**config.mk**
```make
export PLATFORM = sky130hd
export DESIGN_NAME = axi_aw_w_router
export DESIGN_NICKNAME = d
export VERILOG_FILES = /design/src/rtl/axi_node_pkg.sv /design/src/rtl/axi_aw_route_fifo.sv /design/src/rtl/axi_aw_w_router.sv
export SDC_FILE = /design/constraint.sdc
export NUM_CORES = 1
export LEC_CHECK = 0
export CORE_MARGIN = 8
export CORE_UTILIZATION = 35
export DETAILED_ROUTE_END_ITERATION = 10
export GPL_ROUTABILITY_DRIVEN = 0
export SETUP_SLACK_MARGIN = 0.02
export SYNTH_ARGS = -nofsm -noshare
export SYNTH_HDL_FRONTEND = slang
export SYNTH_SLANG_ARGS = --single-unit
```
**constraint.sdc**
```tcl
create_clock -name clk -period 4.1 [get_ports clk]
set_clock_uncertainty 0.15 [all_clocks]
set_input_delay 0.41 -clock clk [delete_from_list [all_inputs] [get_ports clk]]
set_output_delay 0.41 -clock clk [all_outputs]
set_load 0.02 [all_outputs]
```
**src/rtl/axi_node_pkg.sv**
```systemverilog
// Shared definitions for the AXI node: the write-route FIFO entry and response codes.
// Entry fields are sized for the widest supported configuration; users fill the low bits.
package axi_node_pkg;

  localparam int unsigned ROUTE_DEST_W_MAX = 8;
  localparam int unsigned ROUTE_ID_W_MAX   = 32;

  localparam logic [1:0] RESP_DECERR = 2'b11;

  typedef struct packed {
    logic                        err;
    logic [ROUTE_DEST_W_MAX-1:0] dest;
    logic [ROUTE_ID_W_MAX-1:0]   id;
  } route_entry_t;

endpackage

```
**src/rtl/axi_aw_route_fifo.sv**
```systemverilog
// Synchronous FIFO of outstanding write routes; DEPTH must be a power of two so the
// pointers wrap naturally.
module axi_aw_route_fifo
  import axi_node_pkg::*;
#(
  parameter int unsigned DEPTH = 4
) (
  input  logic         clk,
  input  logic         rst_n,
  input  logic         push_i,
  input  logic         pop_i,
  input  route_entry_t data_i,
  output route_entry_t data_o,
  output logic         full_o,
  output logic         empty_o
);

  localparam int unsigned PTR_W = (DEPTH > 1) ? $clog2(DEPTH) : 1;
  localparam int unsigned CNT_W = $clog2(DEPTH + 1);

  route_entry_t     mem_q [DEPTH];
  logic [PTR_W-1:0] wr_ptr_q, wr_ptr_d;
  logic [PTR_W-1:0] rd_ptr_q, rd_ptr_d;
  logic [CNT_W-1:0] count_q, count_d;
  logic             do_push, do_pop;

  assign full_o  = (count_q == CNT_W'(DEPTH));
  assign empty_o = (count_q == '0);
  // A pop never frees space for a push in the same cycle.
  assign do_push = push_i & ~full_o;
  assign do_pop  = pop_i & ~empty_o;
  assign data_o  = mem_q[rd_ptr_q];

  always_comb begin
    wr_ptr_d = wr_ptr_q;
    rd_ptr_d = rd_ptr_q;
    count_d  = count_q;
    if (do_push) wr_ptr_d = wr_ptr_q + 1'b1;
    if (do_pop)  rd_ptr_d = rd_ptr_q + 1'b1;
    case ({do_push, do_pop})
      2'b10:   count_d = count_q + 1'b1;
      2'b01:   count_d = count_q - 1'b1;
      default: count_d = count_q;
    endcase
  end

  always_ff @(posedge clk or negedge rst_n) begin
    if (!rst_n) begin
      wr_ptr_q <= '0;
      rd_ptr_q <= '0;
      count_q  <= '0;
    end else begin
      wr_ptr_q <= wr_ptr_d;
      rd_ptr_q <= rd_ptr_d;
      count_q  <= count_d;
    end
  end

  always_ff @(posedge clk) begin
    if (do_push) mem_q[wr_ptr_q] <= data_i;
  end

endmodule

```
**src/rtl/axi_aw_w_router.sv**
```systemverilog
// Address-decoded AW/W router: steers write bursts to one of N_INIT_PORT destinations in
// AW order, and absorbs undecodable bursts locally with a DECERR write response.
module axi_aw_w_router
  import axi_node_pkg::*;
#(
  parameter int unsigned AXI_ADDRESS_W = 32,
  parameter int unsigned AXI_ID_IN     = 16,
  parameter int unsigned N_INIT_PORT   = 5,
  parameter int unsigned FIFO_DEPTH    = 4,
  parameter int unsigned LOG_N_INIT    = $clog2(N_INIT_PORT)
) (
  input  logic                               clk,
  input  logic                               rst_n,
  input  logic [AXI_ID_IN-1:0]               awid_i,
  input  logic [AXI_ADDRESS_W-1:0]           awaddr_i,
  input  logic                               awvalid_i,
  output logic                               awready_o,
  output logic [N_INIT_PORT-1:0]             awvalid_o,
  input  logic [N_INIT_PORT-1:0]             awready_i,
  input  logic                               wvalid_i,
  input  logic                               wlast_i,
  output logic                               wready_o,
  output logic [N_INIT_PORT-1:0]             wvalid_o,
  input  logic [N_INIT_PORT-1:0]             wready_i,
  input  logic [N_INIT_PORT*AXI_ADDRESS_W-1:0] start_addr_i,
  input  logic [N_INIT_PORT*AXI_ADDRESS_W-1:0] end_addr_i,
  input  logic [N_INIT_PORT-1:0]             enable_region_i,
  input  logic [N_INIT_PORT-1:0]             connectivity_map_i,
  output logic                               err_bvalid_o,
  input  logic                               err_bready_i,
  output logic [AXI_ID_IN-1:0]               err_bid_o
);

  logic                  hit;
  logic [LOG_N_INIT-1:0] hit_dest;
  logic                  aw_hs;
  logic                  w_pop;
  logic                  fifo_full, fifo_empty;
  route_entry_t          push_entry, head;
  logic [LOG_N_INIT-1:0] head_dest;
  logic [AXI_ID_IN-1:0]  head_id;
  logic                  err_bvalid_q, err_bvalid_d;
  logic [AXI_ID_IN-1:0]  err_bid_q, err_bid_d;
  logic                  unused_head_bits;

  // Iterating downwards lets the lowest matching region overwrite higher ones.
  always_comb begin
    hit      = 1'b0;
    hit_dest = '0;
    for (int i = N_INIT_PORT - 1; i >= 0; i--) begin
      if (enable_region_i[i] && connectivity_map_i[i] &&
          (start_addr_i[i*AXI_ADDRESS_W +: AXI_ADDRESS_W] <= awaddr_i) &&
          (awaddr_i <= end_addr_i[i*AXI_ADDRESS_W +: AXI_ADDRESS_W])) begin
        hit      = 1'b1;
        hit_dest = LOG_N_INIT'(i);
      end
    end
  end

  always_comb begin
    awvalid_o = '0;
    awready_o = 1'b0;
    if (rst_n && !fifo_full) begin
      if (hit) begin
        awvalid_o[hit_dest] = awvalid_i;
        awready_o           = awready_i[hit_dest];
      end else begin
        awready_o = 1'b1;
      end
    end
  end

  assign aw_hs = awvalid_i & awready_o;

  always_comb begin
    push_entry                       = '0;
    push_entry.err                   = ~hit;
    push_entry.dest[LOG_N_INIT-1:0]  = hit_dest;
    push_entry.id[AXI_ID_IN-1:0]     = awid_i;
  end

  axi_aw_route_fifo #(
    .DEPTH (FIFO_DEPTH)
  ) u_fifo (
    .clk     (clk),
    .rst_n   (rst_n),
    .push_i  (aw_hs),
    .pop_i   (w_pop),
    .data_i  (push_entry),
    .data_o  (head),
    .full_o  (fifo_full),
    .empty_o (fifo_empty)
  );

  assign head_dest        = head.dest[LOG_N_INIT-1:0];
  assign head_id          = head.id[AXI_ID_IN-1:0];
  assign unused_head_bits = ^head;

  // W is steered only by the registered FIFO head, so there is no AW-to-W path.
  always_comb begin
    wvalid_o = '0;
    wready_o = 1'b0;
    if (!fifo_empty) begin
      if (head.err) begin
        wready_o = ~err_bvalid_q;
      end else begin
        wvalid_o[head_dest] = wvalid_i;
        wready_o            = wready_i[head_dest];
      end
    end
    w_pop = ~fifo_empty & wvalid_i & wready_o & wlast_i;
  end

  // An errored burst cannot complete while a previous DECERR is pending, so set and clear never collide.
  always_comb begin
    err_bvalid_d = err_bvalid_q;
    err_bid_d    = err_bid_q;
    if (err_bvalid_q && err_bready_i) err_bvalid_d = 1'b0;
    if (w_pop && head.err) begin
      err_bvalid_d = 1'b1;
      err_bid_d    = head_id;
    end
  end

  always_ff @(posedge clk or negedge rst_n) begin
    if (!rst_n) begin
      err_bvalid_q <= 1'b0;
      err_bid_q    <= '0;
    end else begin
      err_bvalid_q <= err_bvalid_d;
      err_bid_q    <= err_bid_d;
    end
  end

  assign err_bvalid_o = err_bvalid_q;
  assign err_bid_o    = err_bid_q;

endmodule

```
=== Word-level counts from Yosys, hierarchy flattened ===
Memory sizes are Yosys's and may differ from the RTL's.
Index checks and enable logic that the tools add are counted.

* Add/subtract/negate cells: 4
* Multipliers: 0
* Divide/modulo/power cells: 0
* Order comparisons: 14
* Equal/unequal tests: 3
* Shift operators: 0
* Muxes and demuxes: 31
* Bitwise operators: 12
* Reduce and logical (&&, ||, !) cells: 24

{| class="wikitable"
|+ Operator list
! kind !! number
|-
| 32-bit less-or-equal comparator || 10
|-
| 1-bit logical AND || 20
|-
| 5-bit 2-to-1 mux || 4
|-
| 1-bit 2-to-1 mux || 17
|-
| 3-bit 2-to-1 mux || 5
|-
| 5-bit bitwise AND || 2
|-
| 3-bit by 4-bit < comparator with 1-bit output, second input constant || 2
|-
| 1-bit bitwise AND || 6
|-
| 1-bit binary-select mux with 3-bit select || 2
|-
| 1-bit demux with 3-bit select || 2
|-
| 3-bit by 1-bit >= comparator with 1-bit output, second input constant || 2
|-
| 3-bit one-hot mux with 2 select lines || 1
|-
| 2-bit by 1-bit adder with 2-bit output, second input constant || 2
|-
| 1-bit NOT || 4
|-
| 2-bit nonzero test || 2
|-
| 3-bit by 1-bit adder with 3-bit output, second input constant || 1
|-
| 3-bit == test, second input constant || 1
|-
| 3-bit zero test || 1
|-
| 3-bit by 1-bit subtractor with 3-bit output, second input constant || 1
|-
| 2-bit by 1-bit == test with 1-bit output, second input constant || 1
|-
| 2-bit == test, second input constant || 1
|-
| 1-bit zero test || 1
|}

* Register bits: 24
* Bits in latches: 0
* Bits in writable memories: 80
* Bits in read-only memories: 0
* Bits of input ports: 394
* Output and inout bits: 29
* Word-level logic and storage cells: 94
* Memories kept: 1

{| class="wikitable"
|+ Memories
! name !! words !! bits a word !! read ports !! clocked after Yosys merged registers in !! wr ports !! RTL line !! RTL
|-
| u_fifo.mem_q || 4 || 20 || 1 || 0 || 1 || axi_aw_route_fifo.sv:21 || <nowiki>route_entry_t mem_q [DEPTH];</nowiki>
|}

=== Logic depth before layout (Yosys ltp) ===
* Depth in word-level cells: 16
* Mapped depth: 18
* Gate-level depth less buffers: 18

=== Cells and area by module ===
Synthesis repeated with hierarchy kept, for this count alone.

* Cells, all modules: 1364
* Area total of the unflattened synthesis: 15000.6 um^2

{| class="wikitable"
|+ By module, submodules not included
! module !! times used !! cells each !! area each (um^2) !! seq. area each (um^2)
|-
| axi_aw_w_router || 1 || 1112 || 8604.5 || 425.4
|-
| axi_aw_route_fifo || 1 || 252 || 6396.1 || 5099.9
|}

=== Least setup slack after synthesis ===
No wires, ideal clock.

* Kind: in2reg
* Start: input end_addr_i[62]
* End: register u_fifo.count_q[2]
* Setup time: 79 ps
* Data arrival time: 3480 ps
* Data required time: 3871 ps
* Slack: 391 ps
* Stages on the path: 18
* Buffers on the path: 0
* Path through: inv_1 ha_1 nand4_2 or4_4 nor2_1 a311oi_1 nor4_4 inv_1 o211ai_1 o21a_4 a21oi_2 inv_1 ha_1 inv_1 fa_1 xor2_1 nor2_1 xor2_1

* Longest elaborated chain between the ends: 12
* Elaborated cells on any way between the ends: 16
* Those cells by class: 1 x order compare; 2 x eq/ne; 9 x mux; 2 x bitwise; 2 x reduce/logical

{| class="wikitable"
|+ RTL lines
! element !! RTL line !! RTL
|-
| start: declaration || axi_aw_w_router.sv:26 || <nowiki>input logic [N_INIT_PORT*AXI_ADDRESS_W-1:0] end_addr_i,</nowiki>
|-
| 32-bit less-or-equal comparator (*) || axi_aw_w_router.sv:53 || <nowiki>(awaddr_i <= end_addr_i[i*AXI_ADDRESS_W +: AXI_ADDRESS_W])) begin</nowiki>
|-
| 1-bit logical AND (*) || axi_aw_w_router.sv:52 || <nowiki>(start_addr_i[i*AXI_ADDRESS_W +: AXI_ADDRESS_W] <= awaddr_i) &&</nowiki>
|-
| 3-bit 2-to-1 mux (2 in series) || axi_aw_w_router.sv:51 || <nowiki>if (enable_region_i[i] && connectivity_map_i[i] &&</nowiki>
|-
| 1-bit binary-select mux with 3-bit select || axi_aw_w_router.sv:66 || <nowiki>awready_o = awready_i[hit_dest];</nowiki>
|-
| 1-bit 2-to-1 mux (not written as such) || axi_aw_w_router.sv:66 ||
|-
| 1-bit 2-to-1 mux (*) || axi_aw_w_router.sv:64 || <nowiki>if (hit) begin</nowiki>
|-
| 1-bit 2-to-1 mux (*) || axi_aw_w_router.sv:63 || <nowiki>if (rst_n && !fifo_full) begin</nowiki>
|-
| 1-bit bitwise AND (*) || axi_aw_w_router.sv:73 || <nowiki>assign aw_hs = awvalid_i & awready_o;</nowiki>
|-
| 1-bit bitwise AND (*) || axi_aw_route_fifo.sv:30 || <nowiki>assign do_push = push_i & ~full_o;</nowiki>
|-
| 2-bit by 1-bit == test with 1-bit output / 2-bit == test (equally long branches) || axi_aw_route_fifo.sv:40 || <nowiki>case ({do_push, do_pop})</nowiki>
|-
| 3-bit one-hot mux with 2 select lines / 2-bit nonzero test (equally long branches) || -- ||
|-
| end signal: assignment || axi_aw_route_fifo.sv:55 || <nowiki>count_q <= count_d;</nowiki>
|-
| end: declaration || axi_aw_route_fifo.sv:24 || <nowiki>logic [CNT_W-1:0] count_q, count_d;</nowiki>
|}

Mark *: on every way between the ends. The rest lies on a longest branch, timed or not. The select of a mux whose other input is x is not followed.
A chain may end at the register's enable or synchronous reset.

=== Worst setup path in the final report ===
* Start: input start_addr_i[77]
* End: output awready_o

* Longest elaborated chain between the ends: 10
* Elaborated cells on any way between the ends: 13
* Those cells by class: 1 x order compare; 10 x mux; 2 x reduce/logical

{| class="wikitable"
|+ RTL lines
! element !! RTL line !! RTL
|-
| start: declaration || axi_aw_w_router.sv:25 || <nowiki>input logic [N_INIT_PORT*AXI_ADDRESS_W-1:0] start_addr_i,</nowiki>
|-
| 32-bit less-or-equal comparator (*) || axi_aw_w_router.sv:52 ||
|-
| 1-bit logical AND (*) || axi_aw_w_router.sv:51 ||
|-
| 1-bit logical AND (*) || axi_aw_w_router.sv:52 ||
|-
| 3-bit 2-to-1 mux (3 in series) || axi_aw_w_router.sv:51 ||
|-
| 1-bit binary-select mux with 3-bit select || axi_aw_w_router.sv:66 ||
|-
| 1-bit 2-to-1 mux (not written as such) || axi_aw_w_router.sv:66 ||
|-
| 1-bit 2-to-1 mux (*) || axi_aw_w_router.sv:64 ||
|-
| 1-bit 2-to-1 mux (*) || axi_aw_w_router.sv:63 ||
|-
| end: declaration || axi_aw_w_router.sv:17 || <nowiki>output logic awready_o,</nowiki>
|}

Marks and branches as above.

==> results.cfg <==
[run_status]
status = finished clean

[place]
hpwl_mm = 43.5
post-place-ws_ns = -1.09
numPortBuffers = 422

[cells_and_area]
num-nets-final = 2656
drive_above_1_share = 0.253
syn_to_final_growth_pct = 65.6
fillers = 2903

[detailed_routing]
ant_nets = 0
avgRoutedWirePerCell_um = 21.1
drtIter0Drc = 525
vias_per_cell = 5.12
drt-pass1-iter-count = 5
vias = 12300
drc = 0
routed_wl_mm = 50.7

[hold_path]
hold_class = reg -> reg
hold_depth = 1
hold_end = u_fifo.count_q[0]
holdCritStartpoint = u_fifo.count_q[0]

[global_route]
grt_pass1_wl_mm = 76.3
track_usage = 0.240
grt_pass1_vias = 13400
grt_max_degree = 25
antenna_found_initial = 23
grt_remaining_overflow = 0

[die]
coreArea_um2 = 33600
start_util = 0.357
die_height_um = 201
die_w_um = 201
design.die.area_um2 = 40400
io_pins = 423
fp-row-count = 67

[sta]
grt_setup_unrepaired = yes
clock.fmax_ghz = 0.249
fin_crit_ns = 4.01
drv_slew = 0
holdWs_ns = 0.351
finalCritPeriodShare = 0.978
tns_ns = 0
setup_viol_count_final = 0
slew_headroom = 0.714
hold_viol_final = 0
finalWorstSetupSlack_ns = 0.0913
worst_pin_slew_ns = 0.428

[logic_synthesis]
yosys_most_used_dff = edfxtp_1
synth_area_leaders = ha_1 34%, edfxtp_1 20%, inv_1 6.9%
syn_inst = 1274
yosys.area_share.xor_xnor = 0.00438
synthMuxAreaShare = 0.0597
yosysWarnings = 0
yosysTopAreaCell = ha_1
synth-edff-count = 80
synth_compound_area_frac = 0.144
ys_top_cells_by_count = 325 x ha_1, 219 x inv_1, 120 x a21oi_1
synth.top_cell.area_share = 0.339
synth_simple_gate_area_frac = 0.129
synth-seq-cells = 104
synthArstFlopShare = 0.231
netlist_area_um2 = 12000
yosysUniqueCellTypes = 69
yosysMostFrequentCell = ha_1
synth_seq_area_share = 0.250
synth_nets = 1994
synth_top_family_by_area = adder cells
syn_area_per_cell_um2 = 9.41
synth_adder_area_share = 0.341

[setup_path]
path_delay_family = simple AND/OR/NAND/NOR gates
path_class = in -> out
critical_path.max_stage_delay_ns = 0.41
critPathCaptureType = primary output
path_buf_inv = 3
slowest_stage = clkdlybuf4s50_1
worstPathRequired_ns = 3.54
reg2reg_from = u_fifo.rd_ptr_q[1]
cp.arrival_ns = 3.45
crit_chain = clkdlybuf4s50_1, ha_1, nand4_1, nor4_4, buf_4, nand4_1, and3_4, o31ai_1, nand4_1, o31a_1, o21a_4, and2_4, a211oi_4, buf_6
reg2reg_depth = 13
critPathMaxFanout = 3
cp.depth = 14
crit_start = start_addr_i[77]
r2r_end = u_fifo.count_q[2]
ff2ff_setup_slack_ns = 0.67
start_kind = primary input
crit_top_cell = nand4_1

[power_and_ir_drop]
power.static_leakage_nw = 9.42
ir_worst_vdd_uv = 237
p_per_area_nw_per_um2 = 251

[cts]
cts_buffer_depth = 2
clk_pin_slew_ns = 0.07
cts_root_buf = clkbuf_16
cts_max_level = 3
cts_buffers = 9
cts_tree = yes
clk_latency_ns = 0.34
cts_sinks = 104
holdBufCountCts = 0

[flow_run]
max-cap-violations = 0
layout by cell type, fill, tap and decap left out, types with 18 or more instances in the layout:
master,netlist,routed
ha_1,325,268
dlygate4sd2_1,0,49
inv_1,219,163
a21oi_1,120,119
nand2_1,81,81
buf_4,0,217
nand4_1,68,68
diode_2,0,18
nor2_1,36,33
dlymetal6s2s_1,0,34
o21ai_0,45,37
nand3_1,27,27
mux4_2,19,19
ha_4,0,56
a21o_1,36,36
dfrtp_1,24,24
inv_2,0,56
clkdlybuf4s50_1,0,304
edfxtp_1,80,80
worst max-delay path by stage:
stage          slack (ns)           endpoint
2_1_floorplan        0.39  u_fifo.count_q[2]
3_3_place_gp        -1.11          awready_o
3_5_place_dp        -1.09          awready_o
4_1_cts             0.004       awvalid_o[4]
5_1_grt              0.01          awready_o
6_report             0.09          awready_o
registers in the layout, indices dropped and copies added (netlist names):
| signal | count |
|---|---|
| u_fifo.count_q | 3 |
| u_fifo.mem_q | 80 |
| err_bvalid_o | 1 |
| u_fifo.rd_ptr_q | 2 |
| u_fifo.wr_ptr_q | 2 |
| err_bid_o | 16 |
per-stage QoR:
step	utilization	total power, mW	std cells	area (um^2)
after floorplan	-	2.82	1274	12000
final	0.591	4.98	2407	19900
after global routing	0.591	5.32	2406	19900
after CTS	0.575	4.95	2379	19300
after detailed placement	0.544	4.07	2340	18300
after global placement	0.544	4.01	2340	18300
cell families (layout without fill, tap and decap cells):
| group | count (synthesis) | in the layout |
|---|---|---|
| adders and majority gates | 326 | 326 |
| and+or+nand+nor | 293 | 293 |
| AOI/OAI and AO/OA | 278 | 278 |
| buffers and inverters | 226 | 893 |
| DFF | 104 | 104 |
| muxes | 41 | 41 |
| xor gates and xnor gates | 6 | 6 |
| other | 0 | 18 |
per-layer routing:
| metal | wire [um] | global-route usage |
|---|---|---|
| met2 | 24500 | 0.417 |
| met4 | 1930 | 0.0894 |
| met3 | 2860 | 0.0517 |
| met5 | 80 | 0 |
| met1 | 21400 | 0.288 |
repair_timing:
action                     4_1_cts  5_1_grt
setup endpoints to repair       89       68
setup buffers                   23       10
pin swaps                       47       60
gates resized for setup        279      128
report_power, final:
| part | internal [mW] | switching, mW |
|---|---|---|
| registers | 1.34 | 0.109 |
| logic | 1.48 | 1.26 |
| clock network | 0.417 | 0.371 |
cell type report:
| class | instances | area [um^2] | share of cell area |
|---|---|---|---|
| Sequential cell | 104 | 3000 | 0.151 |
| Tap cell | 448 | 561 | 0.0282 |
| Multi-Input combinational cell | 944 | 9140 | 0.460 |
| Timing Repair Buffer | 657 | 6010 | 0.303 |
| Clock buffer | 9 | 225 | 0.0113 |
| Clock inverter | 7 | 51.3 | 0.00258 |
| Antenna cell | 18 | 45.0 | 0.00227 |
| Inverter | 220 | 827 | 0.0416 |
worst reg2reg max path, stage by stage, from the launching register on:
cell     delay, ns
dfrtp_1       0.50
mux2_2        0.38
o21ai_1       0.35
a21oi_1       0.07
o21ai_1       0.16
o21ai_1       0.08
mux2_4        0.29
nor3b_4       0.34
ha_2          0.25
inv_2         0.04
fa_2          0.33
xor2_1        0.14
nor2_1        0.11
xor2_1        0.14
Note: power is estimated with default switching activity, not from simulation.
